`config.mk`:
```
export PLATFORM = sky130hd
export DESIGN_NAME = seq_udiv_unit
export DESIGN_NICKNAME = d
export VERILOG_FILES = /design/src/rtl/seq_udiv_unit.sv
export SDC_FILE = /design/constraint.sdc
export NUM_CORES = 1
export LEC_CHECK = 0
export ABC_AREA = 1
export ABC_CLOCK_PERIOD_IN_PS = 3190
export BUFFER_PORTS_ARGS = -buffer_cell sky130_fd_sc_hd__buf_2
export CAP_MARGIN = 30
export CELL_PAD_IN_SITES_DETAIL_PLACEMENT = 0
export CELL_PAD_IN_SITES_GLOBAL_PLACEMENT = 2
export CORE_ASPECT_RATIO = 0.9
export CORE_UTILIZATION = 33
export CTS_CLUSTER_SIZE = 40
export DETAILED_ROUTE_END_ITERATION = 8
export PLACE_DENSITY_LB_ADDON = 0.1
export SYNTH_ARGS = -nofsm -noshare
export SYNTH_HDL_FRONTEND = slang
export SYNTH_SLANG_ARGS = --single-unit
```
`constraint.sdc`:
```
create_clock -name clk -period 3.19 [get_ports clk]
set_input_delay 0.7975 -clock clk [delete_from_list [all_inputs] [get_ports clk]]
set_output_delay 0.7975 -clock clk [all_outputs]
set_load 0.01 [all_outputs]
```
`src/rtl/seq_udiv_unit.sv`:
```
// Multi-cycle unsigned divider: restoring shift-and-subtract, one quotient bit per clock.
// Results appear only on the done cycle and are held until the next accepted start.
module seq_udiv_unit #(
   parameter int WIDTH = 64,
   parameter int CNT_W = 7
) (
   input  logic             clk,
   input  logic             rst_n,
   input  logic             start,
   input  logic [WIDTH-1:0] dividend,
   input  logic [WIDTH-1:0] divisor,
   output logic             busy,
   output logic             done,
   output logic [WIDTH-1:0] quotient,
   output logic [WIDTH-1:0] remainder,
   output logic             div_by_zero
);

   // state  | meaning
   // S_IDLE | waiting for start; outputs hold the last result
   // S_RUN  | one shift-and-subtract step per clock, counter counts down
   // S_FIN  | done pulse; quotient/remainder/div_by_zero valid
   typedef enum logic [1:0] {
      S_IDLE = 2'd0,
      S_RUN  = 2'd1,
      S_FIN  = 2'd2
   } state_t;

   state_t           state, state_nxt;
   logic [WIDTH-1:0] dq;
   logic [WIDTH-1:0] dsr;
   logic [WIDTH-1:0] rem_p;
   logic [CNT_W-1:0] cnt;

   logic             accept;
   logic             accept_zero;
   logic             last_iter;
   logic [WIDTH:0]   r_shift;
   logic             ge;
   logic [WIDTH-1:0] r_sub;
   logic [WIDTH-1:0] r_nxt;
   logic [WIDTH-1:0] dq_nxt;

   // The quotient bits enter dq from the bottom as dividend bits leave the top.
   // r_shift[WIDTH] set means r' already exceeds any WIDTH-bit divisor, so the
   // low-half subtraction alone yields the exact (< divisor) result.
   always_comb begin
      r_shift = {rem_p, dq[WIDTH-1]};
      ge      = r_shift[WIDTH] | (r_shift[WIDTH-1:0] >= dsr);
      r_sub   = r_shift[WIDTH-1:0] - dsr;
      r_nxt   = ge ? r_sub : r_shift[WIDTH-1:0];
      dq_nxt  = {dq[WIDTH-2:0], ge};
   end

   assign last_iter = (cnt == CNT_W'(1));

   always_comb begin
      state_nxt   = state;
      accept      = 1'b0;
      accept_zero = 1'b0;
      case (state)
         S_IDLE: begin
            if (start) begin
               accept = 1'b1;
               if (divisor == '0) begin
                  accept_zero = 1'b1;
                  state_nxt   = S_FIN;
               end else begin
                  state_nxt = S_RUN;
               end
            end
         end
         S_RUN: begin
            if (last_iter) state_nxt = S_FIN;
         end
         S_FIN: begin
            state_nxt = S_IDLE;
         end
         default: begin
            state_nxt = S_IDLE;
         end
      endcase
   end

   always_ff @(posedge clk or negedge rst_n) begin
      if (!rst_n) state <= S_IDLE;
      else        state <= state_nxt;
   end

   always_ff @(posedge clk or negedge rst_n) begin
      if (!rst_n) begin
         dq    <= '0;
         dsr   <= '0;
         rem_p <= '0;
         cnt   <= '0;
      end else if (accept) begin
         dq    <= dividend;
         dsr   <= divisor;
         rem_p <= '0;
         cnt   <= accept_zero ? '0 : CNT_W'(WIDTH);
      end else if (state == S_RUN) begin
         dq    <= dq_nxt;
         rem_p <= r_nxt;
         cnt   <= cnt - CNT_W'(1);
      end
   end

   // Visible results change only on the edge that enters S_FIN.
   always_ff @(posedge clk or negedge rst_n) begin
      if (!rst_n) begin
         quotient    <= '0;
         remainder   <= '0;
         div_by_zero <= 1'b0;
      end else if (accept_zero) begin
         quotient    <= '0;
         remainder   <= dividend;
         div_by_zero <= 1'b1;
      end else if (state == S_RUN && last_iter) begin
         quotient    <= dq_nxt;
         remainder   <= r_nxt;
         div_by_zero <= 1'b0;
      end
   end

   assign busy = (state == S_RUN);
   assign done = (state == S_FIN);

endmodule

```
==> results of run 1 <==
registers in the layout, indices dropped and copies added (netlist names):
signal,flops
cnt,7
dq,64
div_by_zero,1
quotient,64
state,2
dsr,64
remainder,64
rem_p,64
final cells by class:
type	instances	share of cell area (%)
timing repair buffer	347	8.75
clock buffer	59	4.69
multi-input combinational	2018	40.3
inverter	518	7.95
sequential	330	33.7
clock inverter	8	0.378
tap	836	4.27
synth_stat cells, drive strengths merged:
cell,n
a211o,1
a21o,1
a21oi,49
a22oi,1
and2,3
buf,44
clkbuf,77
clkinv,2
dfrtp,330
fa,1
ha,66
inv,516
nand2,1059
nand3,371
nand3b,28
nand4,14
nor2,132
nor3,18
nor4,16
o211ai,1
o21ai,158
o21bai,1
o221ai,62
o22ai,1
xnor2,15
xor2,20
per-layer routing:
metal / global-route usage [%] / vias up / part of all wire [%]
met1: 39.2 / 9431 / 52
met5: 0 / - / 0
li1: - / 9907 / -
met2: 34.9 / 539 / 40
met4: 4.93 / 0 / 1.7
met3: 3.57 / 70 / 6.1
cell usage in the layout, fill, tap and decap left out, types with 25 or more instances in the layout:
master,count
a21oi_1,49
buf_2,260
nand2_1,1034
nor2_1,120
nand3_1,347
clkbuf_16,38
o21ai_1,25
nand3b_1,28
ha_1,66
o21ai_0,133
dfrtp_1,330
inv_1,513
o221ai_1,62
buf_4,70
path summary, 6_finish.rpt:
kind,from,endpoint,cells past startpoint
min,rst_n,dq[9]$_DFFE_PN0P_,1
min reg2reg,div_by_zero$_DFFE_PN0P_,div_by_zero$_DFFE_PN0P_,2
max,rem_p[27]$_DFFE_PN0P_,remainder[46]$_DFFE_PN0P_,13
max in group asynchronous,rst_n,quotient[32]$_DFFE_PN0P_,2
min in group clk,divisor[49],dsr[49]$_DFFE_PN0P_,3
max reg2reg,rem_p[27]$_DFFE_PN0P_,remainder[46]$_DFFE_PN0P_,13
logic make-up after synthesis:
kind of cell | Yosys count | share of synthesized area, %
AO/OA/AOI/OAI | 275 | 7.87
XOR/XNOR | 35 | 1.49
adder cells (fa/ha/maj) | 67 | 4.10
buffers and inverters | 639 | 12.4
flip-flops | 330 | 40.0
AND/OR/NAND/NOR | 1641 | 34.1
stage by stage:
step | hold slack, ps | cells | area (um2)
after floorplan | 446 | 2987 | 20600
after global placement | 458 | 4049 | 23200
after detailed placement | 467 | 4049 | 23200
after CTS | 192 | 4116 | 24500
after global routing | 212 | 4116 | 24500
final | 191 | 4116 | 24500
==> results.yml, run 1 <==
final_layout:
  diodes: 0
  final_core_util_pct: 39.8
  regArea_um2: 8260
  drive_above_1_share_pct: 14.3
  nFillCells: 6662
  multi_input_area_um2: 9870
  finalNetCount: 3451
  area_growth_pct: 18.8
placement:
  hpwl_um: 62200
  portBuffers: 261
  place_congestion: 0.956
  preCtsSetupSlack_ps: -120
global_routing:
  grt_remaining_overflow: 0
  grt_max_degree: 91
  grt_pass1_vias: 18807
  grt_pass1_wl_um: 118000
  grt_usage_pct: 24.7
  antenna_found_initial: 0
route:
  drtAntennaViolNets: 0
  wl_um: 78800
  drcViolationCount: 0
  vias_per_cell: 4.85
  drt-wirelength-per-cell_um: 19.1
  vias: 19947
  first_pass_iters: 5
  drt_iter0_drc: 1621
sta:
  period_needed_ps: 3050
  fmax_ghz: 0.328
  finClkSkew_ps: 17.9
  fin_crit_sh_pct: 95.5
  slew_violations: 0
  worst_slew_pin_slew_ps: 773
  rsz0062_at_grt: "no"
  hold_viol_final: 0
  slew_headroom_pct: 48.5
  setup_tns_ps: 0
  finalSetupViolations: 0
  setup_ws_ps: 144
die:
  die_w_um: 266
  fp-row-count: 86
  start_util_pct: 33.5
  ios: 262
  die_h_um: 239
  core_um2: 61500
  die_area_um2: 63500
worst_setup_path:
  crit_type: "register to register"
  critPathArrivalTime_ps: 3510
  slowest_stage: "dfrtp_1"
  crit_path_end_kind: "register"
  worstPathCellList: "ha_1, nand2_1, nor2_1, inv_1, nor3_1, nand2_1, nand2_1, nand2_1, nand3_1, nand3_2, nand3_1, buf_4, nand2_1"
  critPathLaunchType: "register"
  critPathMaxStageDelay_ps: 450
  worstPathRequired_ps: 3650
  crit_top_cell: "nand2_1"
  rrSetupSlack_ps: 140
  critPathTopFamily: "simple AND/OR/NAND/NOR gates"
  critPathBufInv: 2
  cp_max_fo: 4
clock_network:
  numClockSinks: 330
  h-tree-depth: 2
  cts-resized-gates: 0
  cts_setup_buffers: 0
  clockBufferDepth: 3
  cts_tree: "yes"
  clkTransAtPathRegs_ps: 60
  cts_hold_buf: 0
  cts_buffers: 38
  cts-root-buf: "clkbuf_16"
  clk_latency_ps: 580
yosys:
  ys_seq_elements: 330
  synth.cell_area_um2: 20600
  syn-num-nets: 3185
  synth_top_area_cell: "dfrtp_1"
  yosys_warnings: 0
  synthTopCellsByArea: "dfrtp_1, nand2_1, inv_1, nand3_1, ha_1"
  syn_inst: 2987
  syn_area_per_cell_um2: 6.91
  synth_seq_area_share_pct: 40.0
  yosysTopAreaCellShare_pct: 40.0
  synth_cell_types: 37
status:
  status: "completed"
worst_hold_path:
  hold_class: "input pin to async pin"
run:
  drv_cap: 0
Power of run 1 is not shown: default switching activity piles up to over one toggle a cycle in this logic, so the estimate is an artifact.
==> run 2, diff against run 1 <==
--- a/config.mk
+++ b/config.mk
@@ -11,11 +11,10 @@
 export CAP_MARGIN = 30
 export CELL_PAD_IN_SITES_DETAIL_PLACEMENT = 0
 export CELL_PAD_IN_SITES_GLOBAL_PLACEMENT = 2
-export CORE_ASPECT_RATIO = 0.9
 export CORE_UTILIZATION = 33
 export CTS_CLUSTER_SIZE = 40
 export DETAILED_ROUTE_END_ITERATION = 8
-export PLACE_DENSITY_LB_ADDON = 0.1
+export PLACE_DENSITY = 0.91
 export SYNTH_ARGS = -nofsm -noshare
 export SYNTH_HDL_FRONTEND = slang
 export SYNTH_SLANG_ARGS = --single-unit
==> run 2 against run 1 <==
- worst setup slack better by 160 ps
- cell count shrank 0.85%
- wire length down 8.3%
- global-route usage shrank 2.1 points
- non-clock buffer count shrank 40
- design area is 0.95% lower
- register-to-register slack gained 160 ps
- die area hardly changed
- critical path depth is the same
- largest cell class unchanged
- highest routed layer unchanged
==> results.yml, run 2 (synthesis results as in run 1) <==
status:
  status: "completed"
worst_setup_path:
  slowest_stage: "dfrtp_1"
  crit_top_cell: "nand2_1"
  worstPathRequired_ps: 3640
  critPathLaunchType: "register"
  critPathTopFamily: "simple AND/OR/NAND/NOR gates"
  worstPathCellList: "ha_1, nand2_1, nand2_1, a21oi_1, o21ai_0, nand2_1, nand3_1, nor2_4, buf_4, buf_4, nand3b_1, nand3_1, nand2_1"
  critPathArrivalTime_ps: 3340
  crit_path_end_kind: "register"
  critPathMaxStageDelay_ps: 500
  critPathBufInv: 2
  cp_max_fo: 16
  crit_type: "register to register"
die:
  die_w_um: 252
  core_um2: 61700
  die_h_um: 252
  fp-row-count: 91
  ios: 262
  die_area_um2: 63500
  start_util_pct: 33.4
final_layout:
  area_growth_pct: 17.6
  nFillCells: 6703
  finalNetCount: 3412
  mostFrequentLayoutCell: "nand2_1"
  multi_input_area_um2: 9860
  regArea_um2: 8260
  layout_common_cells: "nand2_1, inv_1, nand3_1, dfrtp_1, buf_2"
  drive_above_1_share_pct: 13.3
placement:
  hpwl_um: 55900
  place_congestion: 0.940
  portBuffers: 261
global_routing:
  gr-usage-met1_pct: 34.1
  top_usage_layer: "met1"
  grt_pass1_vias: 18624
  met3_usage_pct: 2.89
  grt_remaining_overflow: 0
  use_met2_pct: 33.7
  grt_usage_pct: 22.7
  grt_max_degree: 127
  antenna_found_initial: 2
  grt_pass1_wl_um: 111000
sta:
  slew_headroom_pct: 40.7
  finClkSkew_ps: 23.7
  setup_tns_ps: 0
  period_needed_ps: 2890
  slew_violations: 0
  rsz0062_at_grt: "no"
  worst_slew_pin_slew_ps: 890
  fmax_ghz: 0.346
  hold_viol_final: 0
  fin_crit_sh_pct: 90.6
  finalSetupViolations: 0
route:
  vias_per_cell: 4.74
  first_pass_iters: 7
  drt-wirelength-per-cell_um: 17.7
  drt_iter0_drc: 1351
  drtAntennaViolNets: 0
  wl_um: 72200
  vias: 19335
  drcViolationCount: 0
clock_network:
  h-tree-depth: 2
  cts-root-buf: "clkbuf_16"
  cts_buffers: 39
  cts-resized-gates: 0
  clkTransAtPathRegs_ps: 60
  numClockSinks: 330
  cts_tree: "yes"
  clockBufferDepth: 3
  cts_hold_buf: 0
  cts_setup_buffers: 0
  clk_latency_ps: 570
run:
  drv_cap: 0
worst_hold_path:
  hold_class: "input pin to async pin"
run 2: cell types whose count changed in the layout (fill, tap and decap cells not counted), sizes merged:
cell,change
buf,-40
bufinv,+2
clkinv,-1
clkinvlp,-1
diode,+1
inv,+3
run 2: per-layer routing:
metal / wire [um] / vias up
li1: - / 9846
met1: 36100 / 8899
met2: 30500 / 505
met3: 3760 / 85
met4: 1870 / 0
met5: 0 / -
run 2: worst paths after layout:
path                                    startpoint                         to  slack (ps)  cells after the start
min in group clk                       divisor[63]        dsr[63]$_DFFE_PN0P_         450                      3
max in group asynchronous                    rst_n   quotient[51]$_DFFE_PN0P_        2170                      2
min                                          rst_n        dsr[13]$_DFFE_PN0P_         140                      1
max reg2reg                  rem_p[48]$_DFFE_PN0P_  remainder[62]$_DFFE_PN0P_         300                     13
min reg2reg                div_by_zero$_DFFE_PN0P_    div_by_zero$_DFFE_PN0P_         480                      2
max                          rem_p[48]$_DFFE_PN0P_  remainder[62]$_DFFE_PN0P_         300                     13
run 2: per-stage QoR:
step                instance area, um2  util [%]  setup slack, ps  instances  hold WS [ps]
floorplan                        20600         -              860       2987           446
CTS                              24300      39.3              354       4080           137
global placement                 22900      37.2              134       4010           461
finish                           24300      39.3              300       4081           139
detailed placement               22900      37.2              197       4010           462
global route                     24300      39.3              122       4081           150
run 2: final cells by class:
| cell class | count | share of cell area [%] |
|---|---|---|
| diodes | 1 | 0.0103 |
| clock buffers | 59 | 4.91 |
| clock inverters | 11 | 0.536 |
| inverters | 518 | 8.03 |
| multi-input cells | 2018 | 40.6 |
| flip-flops and latches | 330 | 34.0 |
| well taps | 837 | 4.31 |
| repair buffers | 307 | 7.57 |
run 2: worst reg2reg max path, stage by stage (launching register included):
cell	delay, ps
dfrtp_1	500
ha_1	370
nand2_1	80
nand2_1	110
a21oi_1	320
o21ai_0	200
nand2_1	100
nand3_1	110
nor2_4	210
buf_4	280
buf_4	190
nand3b_1	110
nand3_1	140
nand2_1	60
Power of run 2 is left out for the same reason.
